<file path="src/rtl/pipe_hazard_ctrl.sv">
// Control-path pipeline registers with load-use stall, EX-resolved flush and EX operand forwarding.
// Optional saturating stall/flush counters are enabled by defining PIPE_HAZARD_PERF_CNT_EN.
module pipe_hazard_ctrl #(
   parameter int RA_W  = 5,
   parameter int CNT_W = 32
) (
   input  logic            CLK,
   input  logic            RST,
   input  logic [16:0]     CTRL_ID,
   input  logic            VALID_ID,
   input  logic [RA_W-1:0] RS1_ID,
   input  logic [RA_W-1:0] RS2_ID,
   input  logic [RA_W-1:0] RD_ID,
   input  logic            USE_RS1_ID,
   input  logic            USE_RS2_ID,
   input  logic            BR_TAKEN_EX,
   output logic [16:0]     CTRL_EX,
   output logic [16:0]     CTRL_MEM,
   output logic [16:0]     CTRL_WB,
   output logic [RA_W-1:0] RD_EX,
   output logic [RA_W-1:0] RD_MEM,
   output logic [RA_W-1:0] RD_WB,
   output logic            STALL,
   output logic            FLUSH_IFID,
   output logic [1:0]      FWD_A,
   output logic [1:0]      FWD_B
`ifdef PIPE_HAZARD_PERF_CNT_EN
   ,
   output logic [CNT_W-1:0] STALL_CNT,
   output logic [CNT_W-1:0] FLUSH_CNT
`endif
);

   localparam logic [16:0] BUBBLE = 17'h00010;
   localparam int B_RF_WE   = 0;
   localparam int B_IS_LOAD = 9;

   logic [RA_W-1:0] rs1_ex_reg;
   logic [RA_W-1:0] rs2_ex_reg;
   logic            valid_ex_reg;
   logic            valid_mem_reg;
   logic            valid_wb_reg;
   logic            ld_use;
   logic            idex_take;
   logic            mem_can_fwd;
   logic            wb_can_fwd;

   // A load in EX whose result the ID instruction needs cannot be forwarded in time.
   always_comb begin
      ld_use = valid_ex_reg & CTRL_EX[B_IS_LOAD] & CTRL_EX[B_RF_WE] & (RD_EX != '0) & VALID_ID &
               ((USE_RS1_ID & (RS1_ID == RD_EX)) | (USE_RS2_ID & (RS2_ID == RD_EX)));
   end

   assign STALL      = ld_use & ~BR_TAKEN_EX;
   assign FLUSH_IFID = BR_TAKEN_EX;
   assign idex_take  = VALID_ID & ~STALL & ~BR_TAKEN_EX;

   always_ff @(posedge CLK or posedge RST) begin
      if (RST) begin
         CTRL_EX       <= BUBBLE;
         CTRL_MEM      <= BUBBLE;
         CTRL_WB       <= BUBBLE;
         RD_EX         <= '0;
         RD_MEM        <= '0;
         RD_WB         <= '0;
         rs1_ex_reg    <= '0;
         rs2_ex_reg    <= '0;
         valid_ex_reg  <= 1'b0;
         valid_mem_reg <= 1'b0;
         valid_wb_reg  <= 1'b0;
      end else begin
         if (idex_take) begin
            CTRL_EX      <= CTRL_ID;
            RD_EX        <= RD_ID;
            rs1_ex_reg   <= RS1_ID;
            rs2_ex_reg   <= RS2_ID;
            valid_ex_reg <= 1'b1;
         end else begin
            CTRL_EX      <= BUBBLE;
            RD_EX        <= '0;
            rs1_ex_reg   <= '0;
            rs2_ex_reg   <= '0;
            valid_ex_reg <= 1'b0;
         end
         CTRL_MEM      <= CTRL_EX;
         RD_MEM        <= RD_EX;
         valid_mem_reg <= valid_ex_reg;
         CTRL_WB       <= CTRL_MEM;
         RD_WB         <= RD_MEM;
         valid_wb_reg  <= valid_mem_reg;
      end
   end

   assign mem_can_fwd = valid_mem_reg & CTRL_MEM[B_RF_WE] & (RD_MEM != '0);
   assign wb_can_fwd  = valid_wb_reg & CTRL_WB[B_RF_WE] & (RD_WB != '0);

   // One forwarding mux per EX operand; the MEM stage holds the youngest producer and wins.
   for (genvar gi = 0; gi < 2; gi++) begin : g_fwd
      logic [RA_W-1:0] rs;
      logic [1:0]      sel;
      assign rs = (gi == 0) ? rs1_ex_reg : rs2_ex_reg;
      always_comb begin
         sel = 2'b00;
         if (mem_can_fwd && (RD_MEM == rs)) begin
            sel = 2'b01;
         end else if (wb_can_fwd && (RD_WB == rs)) begin
            sel = 2'b10;
         end
      end
   end

   assign FWD_A = g_fwd[0].sel;
   assign FWD_B = g_fwd[1].sel;

`ifdef PIPE_HAZARD_PERF_CNT_EN
   always_ff @(posedge CLK or posedge RST) begin
      if (RST) begin
         STALL_CNT <= '0;
         FLUSH_CNT <= '0;
      end else begin
         if (STALL && (STALL_CNT != '1)) begin
            STALL_CNT <= STALL_CNT + CNT_W'(1);
         end
         if (FLUSH_IFID && (FLUSH_CNT != '1)) begin
            FLUSH_CNT <= FLUSH_CNT + CNT_W'(1);
         end
      end
   end
`endif

endmodule

</file>
<file path="config.mk">
export PLATFORM = sky130hd
export DESIGN_NAME = pipe_hazard_ctrl
export DESIGN_NICKNAME = d
export VERILOG_FILES = /design/src/rtl/pipe_hazard_ctrl.sv
export SDC_FILE = /design/constraint.sdc
export NUM_CORES = 1
export LEC_CHECK = 0
export ABC_AREA = 1
export BUFFER_PORTS_ARGS = -buffer_cell sky130_fd_sc_hd__buf_2
export CELL_PAD_IN_SITES_DETAIL_PLACEMENT = 0
export CELL_PAD_IN_SITES_GLOBAL_PLACEMENT = 1
export CORE_ASPECT_RATIO = 0.9
export CORE_MARGIN = 2
export CORE_UTILIZATION = 30
export CTS_BUF_LIST = sky130_fd_sc_hd__clkbuf_8
export CTS_CLUSTER_DIAMETER = 120
export CTS_CLUSTER_SIZE = 16
export DETAILED_ROUTE_END_ITERATION = 10
export PLACE_DENSITY_LB_ADDON = 0.1
export SYNTH_ARGS = -nofsm -noshare
export SYNTH_HDL_FRONTEND = slang
export SYNTH_SLANG_ARGS = --single-unit
export TNS_END_PERCENT = 20
</file>
<file path="constraint.sdc">
create_clock -name CLK -period 3 [get_ports CLK]
set_input_delay 0.6 -clock CLK [delete_from_list [all_inputs] [get_ports CLK]]
set_output_delay 0.6 -clock CLK [all_outputs]
set_load 0.005 [all_outputs]
</file>
# Word-level counts from Yosys, hierarchy flattened

Cells that the tools add are included.

Equality and inequality tests: 6
Muxes and demuxes: 9
Bitwise logic cells: 17
Reductions and logical operators: 7

Operators with widths:

| kind              | number |
|---|---|
| $eq 5x5->1        | 6 |
| $mux 17           | 1 |
| $mux 5            | 3 |
| $reduce_bool 5->1 | 3 |
| $and 1x1->1       | 14 |
| $mux 2            | 4 |
| $logic_and 1x1->1 | 4 |
| $not 1->1         | 2 |
| $mux 1            | 1 |
| $or 1x1->1        | 1 |

Flip-flop bits (word level): 79
Output and inout port bits: 72
Logic and storage cells: 50
Bits of input ports: 38

# Depth between registers and ports, before layout

Word-level depth: 10
Gate-level depth with buffers: 10
Gate-level depth less buffers: 9

# Least setup slack after synthesis

Ideal clock, no wire load.

Path type: input port to output port
Start point: input port RS2_ID[1]
End point: output port STALL
Setup slack: 1.322 ns
Required time: 2.400 ns
Path buffers: 0
Stages on the path: 8
Arrival time: 1.078 ns
Path through: inv_1 -> nand2_1 -> nand2_1 -> nor2_1 -> nand3_1 -> nand2_1 -> nand2_2 -> inv_1

Cells in the longest elaborated chain, start to end: 5

RTL lines:

| item               | RTL line | source |
|---|---|---|
| start: declaration | 12       | `input logic [RA_W-1:0] RS2_ID,` |
| $eq 5x5->1         | 51       | `((USE_RS1_ID & (RS1_ID == RD_EX)) \| (USE_RS2_ID & (RS2_ID == RD_EX)));` |
| $and 1x1->1        | 51       |  |
| $or 1x1->1         | 51       |  |
| $and 1x1->1        | 50       | `ld_use = valid_ex_reg & CTRL_EX[B_IS_LOAD] & CTRL_EX[B_RF_WE] & (RD_EX != '0) & VALID_ID &` |
| $and 1x1->1        | 54       | `assign STALL = ld_use & ~BR_TAKEN_EX;` |
| end: declaration   | 23       | `output logic STALL,` |

Every way passes these cells.

# Worst setup path after layout

Start point: register RD_EX[3]
End point: output port STALL

Cells in the longest elaborated chain, start to end: 5
Elaborated cells between the ends (all ways): 10
Those cells by class: eq/ne: 2; bitwise: 7; reduce/logical: 1

RTL lines:

| item                                            | RTL line | source |
|---|---|---|
| start: declaration                              | 20       | `output logic [RA_W-1:0] RD_EX,` |
| start signal: assignment                        | 63       | `RD_EX <= '0;` |
| start signal: assignment                        | 74       | `RD_EX <= RD_ID;` |
| start signal: assignment                        | 80       | `RD_EX <= '0;` |
| $eq 5x5->1 or $reduce_bool 5->1 (tied branches) | 51, 50   |  |
| $and 1x1->1, on equally long branches           | 51, 50   |  |
| $or 1x1->1 or $and 1x1->1 (tied branches)       | 51, 50   |  |
| $and 1x1->1 (*)                                 | 50       |  |
| $and 1x1->1 (*)                                 | 54       |  |

Every way passes the cells marked *; elsewhere a longest branch is shown, timed or not.

==> reports/qor.yml <==
numCtsBuffers: 9
cp_slowest_cell: "dfrtp_1"
setup_ws_ps: 807
worst_setup_path_end_kind: "primary output"
synth.top_cells.by_area: "dfrtp_1 (69%), nor2_1 (6.4%), inv_1 (5.6%)"
clockBufferDepth: 2
syn_area_per_cell_um2: 11.3
antennaDiodeCount: 0
fin_cells: 489
status: "finished clean"
ir_drop_mv: 0.239
syn2layout_area_growth_pct: 32.7
cts_resized: 0
cts.sinks: 79
crit_fanout: 6
fillers: 932
grt_pass1_wl_um: 9870
fmax_mhz: 456
max_cap_viol_count: 0
fp.dieArea_um2: 10000
p_sw_w: 0.000508
ys_ff_latch: 79
finalSetupViolations: 0
clock-skew-final_ps: 11.5
die_w_um: 105
r2r_setup_slack_ps: 1340
p_leak_nw: 2.19
tns_ps: 0
regToRegStartpoint: "RD_EX[3]"
post_route_cells_drive_above_1_share: 0.365
grt.overflow.total: 0
post_cts_buffers: 0
hold_buffers: 0
hp-start: "CTRL_MEM[4]"
p_sw_frac: 0.233
ant_nets: 0
finalNetCount: 400
clk_pin_slew_ps: 80
synth.distinct_cells: 16
drtIter0Drc: 47
yosys_warnings: 0
cp.required_ps: 2400
powerDensity_nw_per_um2: 595
remaining_drc_errors: 0
drtPass1Iterations: 4
via_per_inst: 3.90
slowest_delay_ps: 480
gr-usage-all-layers: 0.131
r2r_end: "g_fwd[0].rs[3]"
dpl_cell_area_um2: 3440
seq_power_share: 0.520
drt-total-wl_um: 6040
grt_start_max_net_pins: 62
path_buf_inv: 3
synth_nets: 282
period_minus_slack_ps: 2190
num_rows: 33
yosys.area.top_type: "dfrtp_1"
cp_cell_sequence: "inv_1, nand2_1, nand2_1, nor2_1, nand3_1, nand2_1, nand2_2, inv_1, buf_2"
post_drt_wl_per_cell_um: 12.4
post-place-cells: 473
dieHeight_um: 95.1
dp_hpwl_um: 4430
utilization: 0.406
ios: 110
netlist_instances: 244
gp_congestion: 0.787
path_class: "reg -> out"
r2r_cells: 9
finalCritPeriodShare: 0.731
rsz0062_at_grt: "no"
min_to: "CTRL_WB[4]"
start_util: 0.306
place.port_buffers: 109
crit_top_cell: "nand2_1"
vias: 1905
clkLatencyLatePin_ps: 340
critPathTopFamily: "simple AND/OR/NAND/NOR gates"
power_frac_comb: 0.073
drv_slew: 0
grt_pass1_vias: 1962
grt_antenna_before_repair: 2
relSlewSlack: 0.306
htree_num_levels: 3
tightest_slew_ps: 1040
synth_top_area_frac: 0.688
yosysSeqAreaShare: 0.716
cts_tree: "yes"
cts-root-buf: "clkbuf_8"
crit_arrival_ps: 1590
hold_depth: 0
startpoint_type: "flop"
final_hold_viol_count: 0
syn_area_um2: 2770
pwr-share-clk: 0.407
top_regs: "CTRL_EX: 17 flops, CTRL_MEM: 17 flops, CTRL_WB: 17 flops"
fin_area_um2: 3670
pre_cts_slack_ps: 992
intPower_w: 0.00167
min_path_type: "reg -> reg"
coreArea_um2: 9040
## synth_stat cells
library cell / instances
inv_1: 41
nand3_1: 6
nand2_1: 33
dfstp_2: 3
xor2_1: 7
dfrtp_1: 76
nor3_1: 6
nand2_4: 1
nand2_2: 1
nor2_1: 47
nand4_1: 4
xnor2_1: 13
inv_2: 1
nand3b_1: 1
buf_4: 1
buf_6: 3
## layout by cell type, fill, tap and decap left out
master	synthesis	layout
nand3b_1	1	1
clkbuf_8	0	10
nor2_1	47	47
xnor2_1	13	13
nor3_1	6	6
nand4_1	4	4
inv_1	41	40
nand3_1	6	6
nand2_4	1	1
xor2_1	7	7
inv_2	1	1
nand2_1	33	33
clkinv_4	0	1
buf_2	0	109
dfstp_2	3	3
inv_6	0	1
dfrtp_1	76	76
clkinv_2	0	1
bufinv_16	0	2
nand2_2	1	1
buf_4	1	2
clkinvlp_4	0	2
## power groups by stage
stage	sequential (W)	combinational, W	clock (W)
2_1_floorplan	0.00116	0.0000805	0
3_3_place_gp	0.00116	0.000165	0
3_5_place_dp	0.00116	0.000166	0
4_1_cts	0.00114	0.000166	0.000922
5_1_grt	0.00114	0.000186	0.000965
6_report	0.00113	0.000160	0.000887
## routing by layer
metal	share of wire	vias up	GRT usage
met2	0.48	59	0.209
met5	0.0022	-	0
met4	0.017	2	0.0567
met1	0.42	878	0.157
met3	0.078	10	0.0526
li1	-	956	-
## per-stage QoR
| step | total power [W] | hold WS (ps) |
|---|---|---|
| final | 0.00218 | 360 |
| after global routing | 0.00229 | 367 |
| after CTS | 0.00222 | 363 |
| after detailed placement | 0.00132 | 353 |
| after global placement | 0.00132 | 354 |
| after floorplan | 0.00124 | 354 |
## how the worst max path moves through the flow
stage	cells past startpoint	slack (ps)	endpoint	from
final	9	810	STALL	RD_EX[3]
after global placement	10	1000	STALL	RS2_ID[3]
after CTS	9	750	STALL	RD_EX[3]
after detailed placement	10	990	STALL	RS2_ID[3]
after floorplan	1	380	CTRL_EX[0]	RST
after global routing	9	630	STALL	RD_EX[3]
## final cells by class
cell class | instances | area [um2] | area share
clock inverters | 6 | 92.6 | 0.0252
multi-input cells | 119 | 586 | 0.160
clock buffers | 10 | 138 | 0.0375
well taps | 122 | 153 | 0.0416
inverters | 42 | 159 | 0.0433
flip-flops and latches | 79 | 1980 | 0.540
repair buffers | 111 | 561 | 0.153
## worst reg2reg max path, stage by stage, from the launching register on
cell and delay (ps):
dfrtp_1 480, inv_1 110, nand2_1 70, nand2_1 40
nor2_1 110, nand3_1 80, nand2_1 110, nand2_2 90
nand2_4 320, nor2_1 110
## cells by family (layout without fill, tap and decap cells)
family / Yosys count / after routing / synth area share
xor gates and xnor gates: 20 / 20 / 0.0633
buffers and inverters: 46 / 169 / 0.0719
and+or+nand+nor: 99 / 99 / 0.148
DFF: 79 / 79 / 0.716
Power figures use the tool's default switching activity.
